[config.mk]
export PLATFORM = sky130hd
export DESIGN_NAME = seq_pattern_tx_flat
export DESIGN_NICKNAME = d
export VERILOG_FILES = /design/src/rtl/seq_pattern_tx_if.sv /design/src/rtl/seq_pattern_tx.sv /design/src/flat_wrapper.sv
export SDC_FILE = /design/constraint.sdc
export NUM_CORES = 1
export LEC_CHECK = 0
export CORE_ASPECT_RATIO = 0.75
export CORE_UTILIZATION = 47
export DETAILED_ROUTE_END_ITERATION = 6
export PLACE_DENSITY = 0.79
export SETUP_SLACK_MARGIN = 0.5
export SLEW_MARGIN = 0
export SYNTH_ARGS = -nofsm -noshare
export SYNTH_HDL_FRONTEND = slang
export SYNTH_SLANG_ARGS = --single-unit
[constraint.sdc]
create_clock -name clk -period 1.79 [get_ports clk]
set_input_delay 0.358 -clock clk [delete_from_list [all_inputs] [get_ports clk]]
set_output_delay 0.358 -clock clk [all_outputs]
set_load 0.01 [all_outputs]
[src/rtl/seq_pattern_tx_if.sv]
// ============================================================================
// Module   : seq_pattern_tx_if
// Purpose  : Handshake and serial-output bundle for seq_pattern_tx.
// Revision : 1.0
// ============================================================================
`default_nettype none

interface seq_pattern_tx_if #(
  parameter int W     = 4,
  parameter int CNT_W = 8
);
  logic             start;
  logic [W-1:0]     pattern;
  logic [CNT_W-1:0] repeat_cnt;
  logic             gap_en;
  logic             abort;
  logic             out_bit;
  logic             out_valid;
  logic             busy;
  logic             done;
  logic [CNT_W-1:0] reps_left;

  modport master (
    output start, pattern, repeat_cnt, gap_en, abort,
    input  out_bit, out_valid, busy, done, reps_left
  );

  modport slave (
    input  start, pattern, repeat_cnt, gap_en, abort,
    output out_bit, out_valid, busy, done, reps_left
  );
endinterface

`default_nettype wire

[src/rtl/seq_pattern_tx.sv]
// ============================================================================
// Module   : seq_pattern_tx
// Purpose  : MSB-first serial pattern transmitter with repeat count, optional
//            gap cycle and abort. Define SEQ_TX_PARITY_EN for a parity cycle.
// Revision : 1.0
// ============================================================================
`default_nettype none

module seq_pattern_tx #(
  parameter int   W       = 4,
  parameter int   CNT_W   = 8,
  parameter logic GAP_BIT = 1'b0
) (
  input  logic              clk,
  input  logic              rst,
  seq_pattern_tx_if.slave   bus
);

  localparam int             IW      = (W > 1) ? $clog2(W) : 1;
  localparam logic [IW-1:0]  IDX_TOP = IW'(W - 1);

  typedef enum logic [2:0] {
    IDLE  = 3'd0,
    SHIFT = 3'd1,
    GAP   = 3'd2,
    FIN   = 3'd3,
    PAR   = 3'd4
  } state_t;

  state_t           r_state;
  logic [W-1:0]     r_pat;
  logic             r_gap_en;
  logic [IW-1:0]    r_idx;
  logic [CNT_W-1:0] r_reps;
  logic             r_out_bit;
  logic             r_out_valid;
  logic             r_busy;
  logic             r_done;

  logic [IW-1:0]    w_idx_dn;
  assign w_idx_dn = r_idx - IW'(1);

  // Outputs always show what the current state is emitting this cycle.
  always_ff @(posedge clk or negedge rst) begin
    if (!rst) begin
      r_state     <= IDLE;
      r_pat       <= '0;
      r_gap_en    <= 1'b0;
      r_idx       <= '0;
      r_reps      <= '0;
      r_out_bit   <= 1'b0;
      r_out_valid <= 1'b0;
      r_busy      <= 1'b0;
      r_done      <= 1'b0;
    end else if (r_state != IDLE && bus.abort) begin
      r_state     <= IDLE;
      r_reps      <= '0;
      r_out_bit   <= 1'b0;
      r_out_valid <= 1'b0;
      r_busy      <= 1'b0;
      r_done      <= 1'b0;
    end else begin
      r_done <= 1'b0;
      case (r_state)
        IDLE: begin
          if (bus.start) begin
            if (bus.repeat_cnt != '0) begin
              r_pat       <= bus.pattern;
              r_gap_en    <= bus.gap_en;
              r_reps      <= bus.repeat_cnt - CNT_W'(1);
              r_idx       <= IDX_TOP;
              r_out_bit   <= bus.pattern[W-1];
              r_out_valid <= 1'b1;
              r_busy      <= 1'b1;
              r_state     <= SHIFT;
            end else begin
              r_reps  <= '0;
              r_done  <= 1'b1;
              r_state <= FIN;
            end
          end
        end

`ifdef SEQ_TX_PARITY_EN
        SHIFT, PAR: begin
`else
        SHIFT: begin
`endif
          if (r_state == SHIFT && r_idx != '0) begin
            r_idx       <= w_idx_dn;
            r_out_bit   <= r_pat[w_idx_dn];
            r_out_valid <= 1'b1;
`ifdef SEQ_TX_PARITY_EN
          end else if (r_state == SHIFT) begin
            r_out_bit   <= ^r_pat;
            r_out_valid <= 1'b1;
            r_state     <= PAR;
`endif
          end else if (r_reps != '0 && r_gap_en) begin
            r_out_bit   <= GAP_BIT;
            r_out_valid <= 1'b0;
            r_state     <= GAP;
          end else if (r_reps != '0) begin
            r_idx       <= IDX_TOP;
            r_reps      <= r_reps - CNT_W'(1);
            r_out_bit   <= r_pat[W-1];
            r_out_valid <= 1'b1;
          end else begin
            r_out_bit   <= 1'b0;
            r_out_valid <= 1'b0;
            r_busy      <= 1'b0;
            r_done      <= 1'b1;
            r_state     <= FIN;
          end
        end

        GAP: begin
          r_idx       <= IDX_TOP;
          r_reps      <= r_reps - CNT_W'(1);
          r_out_bit   <= r_pat[W-1];
          r_out_valid <= 1'b1;
          r_state     <= SHIFT;
        end

        FIN: begin
          r_state <= IDLE;
        end

        default: begin
          r_state     <= IDLE;
          r_out_bit   <= 1'b0;
          r_out_valid <= 1'b0;
          r_busy      <= 1'b0;
        end
      endcase
    end
  end

  assign bus.out_bit   = r_out_bit;
  assign bus.out_valid = r_out_valid;
  assign bus.busy      = r_busy;
  assign bus.done      = r_done;
  assign bus.reps_left = r_reps;

endmodule

`default_nettype wire

[src/flat_wrapper.sv]
// flat-port wrapper written by rule: the top's interface ports become plain ports
module seq_pattern_tx_flat 
#(
  parameter int   W       = 4,
  parameter int   CNT_W   = 8,
  parameter logic GAP_BIT = 1'b0
)
  (clk, rst, bus_start, bus_pattern, bus_repeat_cnt, bus_gap_en, bus_abort, bus_out_bit, bus_out_valid, bus_busy, bus_done, bus_reps_left);
  seq_pattern_tx_if #(.W(W), .CNT_W(CNT_W)) bus_i ();
  input  logic clk;
  input  logic rst;
  input wire logic [$bits(bus_i.start)-1:0] bus_start;
  input wire logic [$bits(bus_i.pattern)-1:0] bus_pattern;
  input wire logic [$bits(bus_i.repeat_cnt)-1:0] bus_repeat_cnt;
  input wire logic [$bits(bus_i.gap_en)-1:0] bus_gap_en;
  input wire logic [$bits(bus_i.abort)-1:0] bus_abort;
  output wire logic [$bits(bus_i.out_bit)-1:0] bus_out_bit;
  output wire logic [$bits(bus_i.out_valid)-1:0] bus_out_valid;
  output wire logic [$bits(bus_i.busy)-1:0] bus_busy;
  output wire logic [$bits(bus_i.done)-1:0] bus_done;
  output wire logic [$bits(bus_i.reps_left)-1:0] bus_reps_left;
  assign bus_i.start = bus_start;
  assign bus_i.pattern = bus_pattern;
  assign bus_i.repeat_cnt = bus_repeat_cnt;
  assign bus_i.gap_en = bus_gap_en;
  assign bus_i.abort = bus_abort;
  assign bus_out_bit = bus_i.out_bit;
  assign bus_out_valid = bus_i.out_valid;
  assign bus_busy = bus_i.busy;
  assign bus_done = bus_i.done;
  assign bus_reps_left = bus_i.reps_left;
  seq_pattern_tx #(.W(W), .CNT_W(CNT_W), .GAP_BIT(GAP_BIT)) u_core (.clk(clk), .rst(rst), .bus(bus_i));
endmodule
==> results of run 1 <==
-- per-layer routing --
layer / global-route usage [%] / GRT overflow
met1: 76.45 / 1
met2: 87.22 / 10
met3: 63.70 / 2
met4: 77.89 / 10
met5: 19.64 / 0
-- cells by family after synthesis --
logic type	count (synthesis)	synth area share (%)
simple gates	64	22.60
mux	9	6.899
flops	21	33.31
buf+inv	17	5.550
compound gates	48	21.73
fa+ha+maj	9	7.137
xor+xnor	5	2.775
-- through the flow --
| step | setup slack (ps) | std cells | utilization, % | setup TNS (ps) |
|---|---|---|---|---|
| floorplan | 42.37 | 173 | - | 0 |
| global placement | -325.5 | 269 | 73.94 | -4618 |
| detailed placement | -409.9 | 269 | 73.94 | -5966 |
| CTS | -48.81 | 307 | 93.10 | -48.81 |
-- timing repair --
| item | 4_1_cts |
|---|---|
| pin swaps | 29 |
| gates cloned | 1 |
| buffers inserted | 33 |
| resized for setup | 129 |
| hold buffers | 0 |
| endpoints found under the setup margin | 33 |
==> results.yml, run 1 <==
run_status:
  status: "stopped before the end"
  stop_stage: "global routing (5_1_grt)"
  tool.error: "[ERROR GRT-0232] Routing congestion too high. Check the congestion heatmap in the GUI."
synthesis:
  synth_top_cell_by_area: "dfrtp_1"
  syn_nets: 199
  syn_area_per_cell_um2: 9.120
  ys_ff_latch: 21
  synth_ff_type: "dfrtp_1"
  synth_async_sr_flop_share_pct: 100.0
  synth_edf_count: 0
  yosys.area.top_type_share_pct: 33.31
  seq_area_frac_synth_pct: 33.31
  yosys-top-cells-count: "dfrtp_1, nand2_1, o21ai_0"
  synth.distinct_cells: 50
  ys_warn_count: 0
  synth_area_leaders: "dfrtp_1, ha_1, o21ai_0"
  netlist_instances: 173
  synthesis.area_um2: 1578
  yosysMostFrequentCell: "dfrtp_1"
timing:
  endpoint_type: "register data pin"
  crit_endpoint: "u_core.bus.out_bit$_DFFE_PN0P_/D"
placed_design:
  place_area_um2: 2265
  hpwlAfterDp_um: 3806
  gp_congestion: 0.8993
  io_buffers: 28
global_routing:
  grt_max_degree: 22
  grt.total_usage_pct: 75.54
  grt_overflow: 23
cts:
  clock-sinks: 21
  cts_buffers: 3
  cts_buffer_depth: 2
  clk_root_buffer_cell: "clkbuf_8"
  h-tree-depth: 1
floorplan:
  initial_core_util_pct: 51.51
  die-height_um: 52.18
  fp-row-count: 17
  die_w_um: 68.90
  ios: 29
==> run 2: changes to the inputs <==
Settings changed: CORE_ASPECT_RATIO 0.75 to unset, CORE_UTILIZATION 47 to 40, PLACE_DENSITY 0.79 to unset, PLACE_DENSITY_LB_ADDON set to 0.15, SETUP_SLACK_MARGIN 0.5 to unset.
Clock period 1.79 ns to 2.3 ns, I/O delays scaled along.
==> run 2 against run 1 <==
  * The run now ends clean
  * Synthesized cell count is the same
  * Area after synthesis unchanged
==> results.yml, run 2 <==
run_status:
  status: "completed"
hold_path:
  hp-start: "u_core.r_idx[0]$_DFFE_PN0P_"
  min-delay-path-class: "register to register"
detailed_routing:
  ant_nets: 0
  dr_wl_met3_um: 187
  wl_um: 4017
  route.top_layer_used: "met4"
  drt_iter0_drc: 72
  wl_met2_um: 2000
  drc: 0
  drt-vias-per-instance: 5.729
  vias: 1478
  dr.pass1.iters: 4
  wl_met1_um: 1751
  wire_per_inst_um: 15.57
timing:
  min_period_ps: 2095
  setup_viol: 0
  worst_slew_pin_slew_ps: 563.1
  fin_hold_ws_ps: 493.2
  finClkSkew_ps: 2.475
  timing.setup.tns_ps: 0
  slew_headroom_pct: 62.20
  timing.final.crit_share_pct: 91.11
  rsz0062_at_grt: "no"
  slew_viol_final: 0
  hold_viol: 0
  max_freq_ghz: 0.4772
global_routing:
  grt.total_usage_pct: 20.65
  antenna_found_initial: 0
  grt_pass1_vias: 1464
  grt_pass1_wl_um: 6775
  grt_overflow: 0
  grt_max_degree: 22
synthesis:
  ys_warn_count: 0
  syn_area_per_cell_um2: 9.120
  yosysMostFrequentCell: "dfrtp_1"
  synth.distinct_cells: 50
  synth_ff_type: "dfrtp_1"
  synthesis.area_um2: 1578
  synth_async_sr_flop_share_pct: 100.0
  seq_area_frac_synth_pct: 33.31
  synth_edf_count: 0
  synth_area_leaders: "dfrtp_1, ha_1, o21ai_0"
  synth_top_cell_by_area: "dfrtp_1"
  yosys.area.top_type_share_pct: 33.31
  netlist_instances: 173
  yosys-top-cells-count: "dfrtp_1, nand2_1, o21ai_0"
  syn_nets: 199
  ys_ff_latch: 21
cts:
  post_cts_resize_count: 0
  clk_latency_ps: 260
  clock-sinks: 21
  cts_tree: "yes"
  clk_root_buffer_cell: "clkbuf_8"
  cts_buffers: 3
  postCtsSetupRepairBufs: 0
  clk_pin_slew_ps: 80
  cts_hold_buf: 0
  cts_buffer_depth: 2
  h-tree-depth: 1
job:
  max-cap-violations: 0
setup_path:
  path_max_fanout: 5
  worstSetupPathType: "input pin to register"
  crit_arrival_ps: 2250
  startpoint_type: "input pin"
  cp-startpoint: "bus_repeat_cnt[1]"
  cp-end-kind: "register"
  r2r-start: "u_core.r_state[0]$_DFFE_PN0P_"
  required_ps: 2450
cells_and_area:
  largest_reg_flops: 8
  final_cell_mix: "clkdlybuf4s50_1, dfrtp_1, nand2_1, o21ai_0, nor2_1"
  final_common_cell: "clkdlybuf4s50_1"
  multi_input_area_um2: 964.7
  final_util_pct: 53.91
  nNetsFinal: 237
  layout-drive-gt1-share_pct: 15.71
  seqCellArea_um2: 525.5
  nFillCells: 353
  antenna_cells: 0
  stdcell_count: 258
  area_growth_pct: 26.96
floorplan:
  die-height_um: 64.81
  dieArea_um2: 4200
  initial_core_util_pct: 42.46
  die_w_um: 64.81
  core_um2: 3716
  fp-row-count: 22
  ios: 29
power:
  cellPowerDensity_nw_per_um2: 1302
  irDropWorstVdd_v: 0.0005838
  leakage_nw: 0.8369
placed_design:
  io_buffers: 28
  gp_congestion: 0.8775
  placed_cells: 254
  hpwlAfterDp_um: 3081
[run 2: final timing paths]
| check | endpoint | slack [ps] | depth (start not counted) |
|---|---|---|---|
| worst min-delay path | u_core.r_idx[0]$_DFFE_PN0P_ | 490 | 1 |
| max in group asynchronous | u_core.bus.reps_left[6]$_DFFE_PN0P_ | 1550 | 2 |
| worst max register to register | u_core.r_idx[1]$_DFFE_PN0P_ | 250 | 7 |
| min in group asynchronous | u_core.bus.busy$_DFFE_PN0P_ | 540 | 2 |
| worst max-delay path | u_core.r_pat[0]$_DFFE_PN0P_ | 200 | 7 |
| worst min register to register | u_core.r_idx[0]$_DFFE_PN0P_ | 490 | 1 |
[run 2: final cells by class]
| class | instances | share of cell area (%) |
|---|---|---|
| clock buffers | 3 | 2.061 |
| clock inverters | 1 | 0.3748 |
| repair buffers | 39 | 18.11 |
| inverters | 11 | 2.061 |
| well taps | 48 | 2.998 |
| multi-input cells | 135 | 48.16 |
| flip-flops and latches | 21 | 26.23 |
[run 2: per-stage QoR]
stage	total power, W	setup slack, ps	area, um^2
3_3_place_gp	0.002309	-5.359	1954
3_5_place_dp	0.002345	-68.74	1954
4_1_cts	0.002616	196.4	2003
5_1_grt	0.002843	73.81	2003
6_report	0.002608	204.6	2003
2_1_floorplan	0.001841	473.7	1578
[run 2: layer usage]
layer,GRT usage (%),vias up
met4,7.500,0
met5,0,-
met3,2.465,8
met1,25.49,715
li1,-,708
met2,36.46,47
[run 2: cell families after synthesis]
family,count (synthesis),share of synthesized area [%]
buffers and inverters,17,5.550
AOI/OAI and AO/OA,48,21.73
DFF,21,33.31
adders and majority gates,9,7.137
muxes,9,6.899
xor gates and xnor gates,5,2.775
and+or+nand+nor,64,22.60
[run 2: power by group]
group	switching, W	total [W]	internal, W
clock	0.000133	0.000255	0.000122
sequential	0.000190	0.000724	0.000534
combinational	0.000849	0.00163	0.000780
total	0.00117	0.00261	0.00144
[run 2: critical path, stage by stage]
cell,delay [ps]
clkdlybuf4s50_1,490
inv_1,70
ha_1,170
nor4b_2,160
and2_1,220
nor2_2,300
mux2_2,380
Note: power is estimated with default switching activity, not from simulation.
==> run 3: changes to the inputs <==
Settings changed: CTS_CLUSTER_SIZE set to 10, SETUP_SLACK_MARGIN set to 0.3.
==> run 3 against run 2 <==
  * Flip-flop and latch count unchanged
  * Setup slack better by 170 ps
  * Maximum frequency up 8.6%
  * Global-route usage is essentially flat
  * Via count grew 3.2%
  * Total power increased by 6.3%
  * Non-clock buffer count grew 4
  * Critical path depth unchanged
  * Routed wire length rose by 2.2%
  * Cell count is 1.6% higher
==> results.yml, run 3 (synthesized netlist as in run 2, its figures left out) <==
detailed_routing:
  vias: 1526
  wire_per_inst_um: 15.66
  drt_iter0_drc: 118
  drt-vias-per-instance: 5.824
  drc: 0
  wl_um: 4104
  dr.pass1.iters: 4
  ant_nets: 0
timing:
  slew_viol_final: 0
  slew_headroom_pct: 65.62
  max_freq_ghz: 0.5184
  fin_hold_ws_ps: 508.0
  rsz0062_at_grt: "yes"
  hold_viol: 0
  setup_viol: 0
  timing.final.crit_share_pct: 83.87
  worst_slew_pin_slew_ps: 513.8
  finClkSkew_ps: 2.740
  min_period_ps: 1929
global_routing:
  grt.total_usage_pct: 20.69
  grt_pass1_wl_um: 6789
  grt_pass1_vias: 1474
  antenna_found_initial: 0
  grt_max_degree: 22
  grt_overflow: 0
floorplan:
  die-height_um: 64.81
  die_w_um: 64.81
  fp-row-count: 22
  initial_core_util_pct: 42.46
  ios: 29
  dieArea_um2: 4200
  core_um2: 3716
cts:
  h-tree-depth: 1
  clk_root_buffer_cell: "clkbuf_8"
  cts_hold_buf: 0
  clock-sinks: 21
  cts_tree: "yes"
  clk_pin_slew_ps: 90
  clk_latency_ps: 260
  cts_buffers: 3
  cts_buffer_depth: 2
power:
  leakage_nw: 0.8610
  irDropWorstVdd_v: 0.0005948
  cellPowerDensity_nw_per_um2: 1330
setup_path:
  path_max_fanout: 7
  crit_slowest_cell: "dfrtp_1"
  crit_arrival_ps: 2080
  worstPathCellList: "inv_1, ha_1, nor3b_1, and2_2, o21ai_2, a2111oi_4, nor2_1"
  r2r-start: "u_core.bus.reps_left[0]$_DFFE_PN0P_"
  cp-end-kind: "register"
  cp-startpoint: "u_core.bus.reps_left[0]$_DFFE_PN0P_"
  timing.rr.end: "u_core.bus.out_valid$_DFFE_PN0P_"
  startpoint_type: "register"
  worstSetupPathType: "register to register"
  rrSetupSlack_ps: 370
  required_ps: 2450
  rr_worst_depth: 7
  max_stage_delay_ps: 430
cells_and_area:
  largest_reg_flops: 8
  area_growth_pct: 32.20
  antenna_cells: 0
  nNetsFinal: 241
  final_common_cell: "clkdlybuf4s50_1"
  stdcell_count: 262
  final_cell_mix: "clkdlybuf4s50_1, dfrtp_1, nand2_1, o21ai_0, buf_4"
  layout-drive-gt1-share_pct: 21.50
placed_design:
  placed_cells: 254
  io_buffers: 28
  gp_congestion: 0.8775
  hpwlAfterDp_um: 3081
hold_path:
  min-delay-path-class: "register to register"
  min_to: "u_core.r_pat[2]$_DFFE_PN0P_"
  hp-start: "u_core.r_pat[2]$_DFFE_PN0P_"
  hold_depth: 1
job:
  max-cap-violations: 0
run_status:
  status: "completed"
-- run 3: worst max-delay path, delay by kind of cell, from the launching register on --
kind                     cells  cell delay, ps
adder cells (fa/ha/maj)      1             180
flip-flops                   1             430
AND/OR/NAND/NOR              3             670
buffers and inverters        1             110
AO/OA/AOI/OAI                2             430
-- run 3: final cells by class --
type | count | area (um^2)
Clock buffer | 3 | 41.29
Clock inverter | 1 | 7.507
Fill cell | 345 | 1630
Inverter | 11 | 41.29
Multi-Input combinational cell | 135 | 1018
Sequential cell | 21 | 526.8
Tap cell | 48 | 60.06
Timing Repair Buffer | 43 | 390.4
-- run 3: worst max-delay path by stage --
stage / to / depth (start not counted)
after detailed placement: u_core.r_idx[1]$_DFFE_PN0P_ / 8
after global routing: u_core.r_state[1]$_DFFE_PN0P_ / 7
final: u_core.bus.out_valid$_DFFE_PN0P_ / 7
after global placement: u_core.r_pat[2]$_DFFE_PN0P_ / 7
after floorplan: u_core.r_pat[0]$_DFFE_PN0P_ / 7
after CTS: u_core.bus.out_valid$_DFFE_PN0P_ / 7
-- run 3: where the power goes --
part	switching, W	internal, W	leakage, nW
logic	0.000903	0.000887	0.583
clock network	0.000134	0.000122	0.0217
registers	0.000191	0.000536	0.257
total	0.00123	0.00154	0.861
-- run 3: timing repair --
action / 4_1_cts / 5_1_grt
endpoints found under the setup margin: 11 / 15
resized for setup: 7 / 8
pin swaps: 1 / 2
buffers inserted: 0 / 4
-- run 3: per-layer routing --
layer  GRT usage, %  routed length (um)
met5              0                   0
met4          7.500                  88
met3          2.465                 180
met2          36.46                2113
met1          25.63                1722
-- run 3: per-stage QoR --
step	setup TNS, ps	setup slack [ps]	total power, W	utilization [%]	area, um^2
after floorplan	0	473.7	0.001841	-	1578
after global placement	-15.10	-5.359	0.002309	52.59	1954
after detailed placement	-418.3	-68.74	0.002345	52.59	1954
after CTS	0	333.0	0.002655	54.31	2018
after global routing	0	264.2	0.003014	56.13	2086
final	0	370.9	0.002774	56.13	2086
